**config.mk**
```make
export PLATFORM = sky130hd
export DESIGN_NAME = sseg_mux_scanner
export DESIGN_NICKNAME = d
export VERILOG_FILES = /design/src/rtl/sseg_mux_scanner.sv
export SDC_FILE = /design/constraint.sdc
export NUM_CORES = 1
export LEC_CHECK = 0
export CAP_MARGIN = 25
export CORE_AREA = 2 2 95 97
export DETAILED_ROUTE_END_ITERATION = 6
export DIE_AREA = 0 0 97 99
export PLACE_DENSITY = 0.77
export SYNTH_ARGS = -nofsm -noshare
export SYNTH_HDL_FRONTEND = slang
export SYNTH_SLANG_ARGS = --single-unit
export TNS_END_PERCENT = 30
```
**constraint.sdc**
```tcl
create_clock -name clk -period 4 [get_ports clk]
set_clock_uncertainty 0.1 [all_clocks]
set_input_delay 1 -clock clk [delete_from_list [all_inputs] [get_ports clk]]
set_output_delay 1 -clock clk [all_outputs]
set_load 0.05 [all_outputs]
```
**src/rtl/sseg_mux_scanner.sv**
```systemverilog
// Multiplexed seven-segment scanner: one shared active-low segment bus, per-slot
// anode dead-time, frame PWM brightness, per-digit blink and leading-zero blanking.
module sseg_mux_scanner #(
  parameter int N_DIGITS     = 8,
  parameter int DIV_WIDTH    = 16,
  parameter int BLANK_CYCLES = 4,
  parameter int BRIGHT_WIDTH = 3,
  parameter int BLINK_WIDTH  = 24
) (
  input  logic                          clk,
  input  logic                          reset_n,
  input  logic                          en,
  input  logic [DIV_WIDTH-1:0]          refresh_div,
  input  logic [BRIGHT_WIDTH-1:0]       brightness,
  input  logic [6*N_DIGITS-1:0]         digits,
  input  logic [N_DIGITS-1:0]           blink_mask,
  input  logic                          lz_blank,
  output logic [N_DIGITS-1:0]           AN,
  output logic [6:0]                    sseg,
  output logic                          DP,
  output logic [$clog2(N_DIGITS)-1:0]   digit_sel,
  output logic                          frame_tick
);

  localparam int SEL_W = $clog2(N_DIGITS);
  localparam logic [SEL_W-1:0]    LAST_SEL = SEL_W'(N_DIGITS - 1);
  localparam logic [N_DIGITS-1:0] ONE_HOT0 = N_DIGITS'(1);

  logic [DIV_WIDTH-1:0]    div;
  logic [DIV_WIDTH-1:0]    len;
  logic [BRIGHT_WIDTH-1:0] pwm;
  logic [BLINK_WIDTH-1:0]  blink_cnt;
  logic [N_DIGITS-1:0]     lz_supp;
  logic                    higher_dark;
  logic                    supp_i;
  logic [5:0]              cur;
  logic                    lit;

  function automatic logic [6:0] hex_glyph(input logic [3:0] h);
    case (h)
      4'h0: hex_glyph = 7'h40;
      4'h1: hex_glyph = 7'h79;
      4'h2: hex_glyph = 7'h24;
      4'h3: hex_glyph = 7'h30;
      4'h4: hex_glyph = 7'h19;
      4'h5: hex_glyph = 7'h12;
      4'h6: hex_glyph = 7'h02;
      4'h7: hex_glyph = 7'h78;
      4'h8: hex_glyph = 7'h00;
      4'h9: hex_glyph = 7'h10;
      4'hA: hex_glyph = 7'h08;
      4'hB: hex_glyph = 7'h03;
      4'hC: hex_glyph = 7'h46;
      4'hD: hex_glyph = 7'h21;
      4'hE: hex_glyph = 7'h06;
      default: hex_glyph = 7'h0E;
    endcase
  endfunction

  // Walk from the most significant digit down; a zero digit is blanked only while
  // everything above it is already dark (disabled or itself blanked).
  always_comb begin
    lz_supp     = '0;
    higher_dark = 1'b1;
    supp_i      = 1'b0;
    for (int i = N_DIGITS - 1; i >= 1; i--) begin
      supp_i      = lz_blank && (digits[6*i+1 +: 4] == 4'h0) && higher_dark;
      lz_supp[i]  = supp_i;
      higher_dark = higher_dark && (!digits[6*i+5] || supp_i);
    end
  end

  always_comb begin
    cur = digits[6*digit_sel +: 6];
    lit = en
       && (32'(div) >= BLANK_CYCLES)
       && cur[5]
       && (pwm <= brightness)
       && !(blink_mask[digit_sel] && blink_cnt[BLINK_WIDTH-1])
       && !lz_supp[digit_sel];
  end

  always_ff @(posedge clk) begin
    if (!reset_n) begin
      div        <= '0;
      len        <= refresh_div;
      digit_sel  <= '0;
      pwm        <= '0;
      blink_cnt  <= '0;
      AN         <= '1;
      sseg       <= 7'h7F;
      DP         <= 1'b1;
      frame_tick <= 1'b0;
    end else begin
      frame_tick <= 1'b0;
      if (lit) begin
        AN   <= ~(ONE_HOT0 << digit_sel);
        sseg <= hex_glyph(cur[4:1]);
        DP   <= ~cur[0];
      end else begin
        AN   <= '1;
        sseg <= 7'h7F;
        DP   <= 1'b1;
      end
      if (en) begin
        blink_cnt <= blink_cnt + 1'b1;
        // Slot length is only re-sampled here, so mid-slot changes wait for the boundary.
        if (div == len) begin
          div <= '0;
          len <= refresh_div;
          if (digit_sel == LAST_SEL) begin
            digit_sel  <= '0;
            pwm        <= pwm + 1'b1;
            frame_tick <= 1'b1;
          end else begin
            digit_sel <= digit_sel + 1'b1;
          end
        end else begin
          div <= div + 1'b1;
        end
      end
    end
  end

endmodule

```
==> flow_metrics.tcl <==
set metrics [dict create \
    max-cap-violations 0 \
    drive_above_1_share 0.08519 \
    syn_area_per_cell_um2 9.703 \
    synth_top_area_cell "sky130_fd_sc_hd__dfxtp_1" \
    final_nets 633 \
    track_usage 0.2088 \
    seq_power_share 0.533 \
    antenna_cells_inserted 0 \
    combinational_share_of_power 0.118 \
    routed_wl_um 9877 \
    ctsResizeCount 0 \
    cts-buffers-inserted 9 \
    die_area_um2 9603 \
    num-fill-cells 710 \
    async_reset_ff_frac 0 \
    gp_routability_congestion 0.9140 \
    critical_path_required_ns 2.90 \
    max-vdd-ir-drop_mv 0.2293 \
    route.detailed.wl_per_inst_um 15.24 \
    cts_tree "built" \
    critPathTopFamily "flip-flops" \
    clockPowerShare 0.349 \
    timing.critical_path.cells "clkdlybuf4s50_1" \
    die-width_um 97 \
    grt_setup_unrepaired "no" \
    netlist_instances 436 \
    sum_of_buffers_and_inverters_on_the_critical_path 1 \
    max_slew.worst_pin.slew_ns 0.9761 \
    layout_worst_path_cycle_share 0.8492 \
    netlist-cell-type-count 49 \
    postCtsSetupRepairBufs 0 \
    area_growth_pct 30.49 \
    time_the_worst_path_needs_with_i_o_delays_and_setup_ns 3.397 \
    multi_input_area_um2 2315 \
    post-place-ws_ns 0.4139 \
    initialDrtViolationCount 161 \
    synth-warning-count 0 \
    cts_htree_levels 3 \
    drc 0 \
    critical-path-max-stage-delay_ns 0.97 \
    antenna_violating_nets_post_route 0 \
    synth_seq_area_share 0.4117 \
    clock.fmax_ghz 0.2944 \
    largest_fanout_on_the_critical_path 20 \
    setup_tns_ns 0 \
    detailroute.via_count 3614 \
    overflow 0 \
    detailed_place_hpwl_um 7570 \
    min-delay-path-class "reg -> reg" \
    placementRows 34 \
    yosys.area.top_type_share 0.2981 \
    most_common_cell_after_layout_fill_and_taps_aside "sky130_fd_sc_hd__clkdlybuf4s50_1" \
    port_buffers 98 \
    detailroute.wirelength.met2_um 4958 \
    core-area_um2 8551 \
    hold_viol_final 0 \
    leakage_nw 1.957 \
    cts-root-buf "sky130_fd_sc_hd__clkbuf_8" \
    syn-cell-area_um2 4230 \
    cell_internal_pwr_mw 1.194 \
    status "complete, no violations" \
    first_pass_iters 5 \
    ys_ff_latch 79 \
    postCtsHoldBufs 0 \
    initial_utilization 0.4947 \
    register_area_um2 1742 \
    critical_path.slowest_cell "sky130_fd_sc_hd__dfxtp_1" \
    setup-violations-final 0 \
    netSwitchingPower_uw 372.8 \
    grt_pass1_wl_um 16260 \
    kind_of_start_point_of_the_critical_path "register" \
    relSlewSlack 0.3463 \
    detail_route.wirelength.met1_um 4214 \
    insertion_delay_ns 0.36 \
    critical_path_endpoint_category "primary output" \
    met3_wirelength_um 440 \
    floorplan.die.height_um 99 \
    critPathArrivalTime_ns 2.30 \
    clk_transition_reported_paths_ns 0.08 \
    synth.net_count 534 \
    top_layer_used "met4" \
    number_of_enable_type_register_cells_in_the_synthesized_netlist 16 \
    first_global_vias 3417 \
    clk_path_buf_depth 2 \
    final_critical_path_setup_slack_ns 0.6031 \
    pin_count 99 \
    power_density_nw_per_um2 283.9 \
    grt_antenna_before_repair 0 \
    crit_type "reg -> out" \
    largest_net_degree_at_the_start_of_global_routing 33 \
    swShare 0.2378 \
    clock_sink_count 79 \
    finalMaxSlewViolations 0 \
    postSynth.topFlopCell "sky130_fd_sc_hd__dfxtp_1" \
    final_cell_mix "98 x sky130_fd_sc_hd__clkdlybuf4s50_1, 63 x sky130_fd_sc_hd__dfxtp_1, 48 x sky130_fd_sc_hd__nor2_1" \
    synth.top_cells.by_area "sky130_fd_sc_hd__dfxtp_1 30%, sky130_fd_sc_hd__edfxtp_1 11%, sky130_fd_sc_hd__xnor2_1 6.4%" \
    route.detailed.vias_per_inst 5.577 \
]
-- cell families (layout without fill, tap and decap cells) --
family                   Yosys count  count (layout)  synth area share
AND/OR/NAND/NOR                  166             166            0.2020
flip-flops                        79              79            0.4117
XOR/XNOR                          53              53            0.1097
AO/OA/AOI/OAI                     49              49           0.07897
buffers and inverters             43             147           0.04111
multiplexers                      27              27            0.1003
adder cells (fa/ha/maj)           19              19           0.05620
-- final cells by class --
cell class              instances  share of cell area
clock buffers                  11             0.02743
clock inverters                 5            0.005666
inverters                      22             0.01496
multi-input cells             314              0.4193
flip-flops and latches         79              0.3155
well taps                     108             0.02448
repair buffers                109              0.1927
-- final timing paths --
kind / depth (start not counted) / start / slack [ns] / end
max reg2reg: 6 / digit_sel[0]$_SDFFE_PN0P_ / 0.88 / sseg[3]$_SDFF_PN1_
max: 1 / digit_sel[0]$_SDFFE_PN0P_ / 0.60 / digit_sel[0]
min reg2reg: 2 / pwm[2]$_SDFFE_PN0P_ / 0.39 / pwm[2]$_SDFFE_PN0P_
min: 2 / pwm[2]$_SDFFE_PN0P_ / 0.39 / pwm[2]$_SDFFE_PN0P_
-- power by group through the flow --
stage | sequential (mW) | combinational [mW] | clock, mW
floorplan | 0.853 | 0.0781 | 0
global placement | 0.855 | 0.178 | 0
detailed placement | 0.855 | 0.183 | 0
CTS | 0.836 | 0.184 | 0.560
global route | 0.838 | 0.200 | 0.590
finish | 0.836 | 0.185 | 0.547
-- cells in the mapped netlist (6+ instances only) --
library cell               count
sky130_fd_sc_hd__ha_1         19
sky130_fd_sc_hd__clkbuf_1     12
sky130_fd_sc_hd__nand2_1      24
sky130_fd_sc_hd__xor2_1       22
sky130_fd_sc_hd__nand4_1      14
sky130_fd_sc_hd__edfxtp_1     16
sky130_fd_sc_hd__inv_1        20
sky130_fd_sc_hd__nand3_1      22
sky130_fd_sc_hd__nor3_1        7
sky130_fd_sc_hd__dfxtp_1      63
sky130_fd_sc_hd__mux4_2       12
sky130_fd_sc_hd__nor4_1       19
sky130_fd_sc_hd__nor2_1       48
sky130_fd_sc_hd__a21oi_1      13
sky130_fd_sc_hd__o21ai_0       6
sky130_fd_sc_hd__mux2i_1      12
sky130_fd_sc_hd__o211ai_1      7
sky130_fd_sc_hd__xnor2_1      31
-- through the flow --
| step | instance area, um^2 | hold slack [ns] | instances | util | power [mW] |
|---|---|---|---|---|---|
| final | 5520 | 0.3871 | 648 | 0.6456 | 1.567 |
| after global routing | 5520 | 0.4292 | 648 | 0.6456 | 1.628 |
| after CTS | 5520 | 0.3897 | 648 | 0.6456 | 1.580 |
| after detailed placement | 5338 | 0.3786 | 632 | 0.6242 | 1.038 |
| after global placement | 5338 | 0.3626 | 632 | 0.6242 | 1.033 |
| after floorplan | 4230 | 0.3497 | 436 | - | 0.9315 |
-- per-layer routing --
metal | global-route usage | vias up
li1 | - | 1772
met1 | 0.2607 | 1707
met2 | 0.3600 | 115
met3 | 0.02766 | 20
met4 | 0.09751 | 0
met5 | 0 | -
-- sequential cells by signal (all words and copies together) (netlist names) --
signal,count
AN,8
DP,1
blink_cnt,24
digit_sel,3
div,16
frame_tick,1
len,16
pwm,3
sseg,7
No activity file was read; power rests on OpenSTA's default activity.
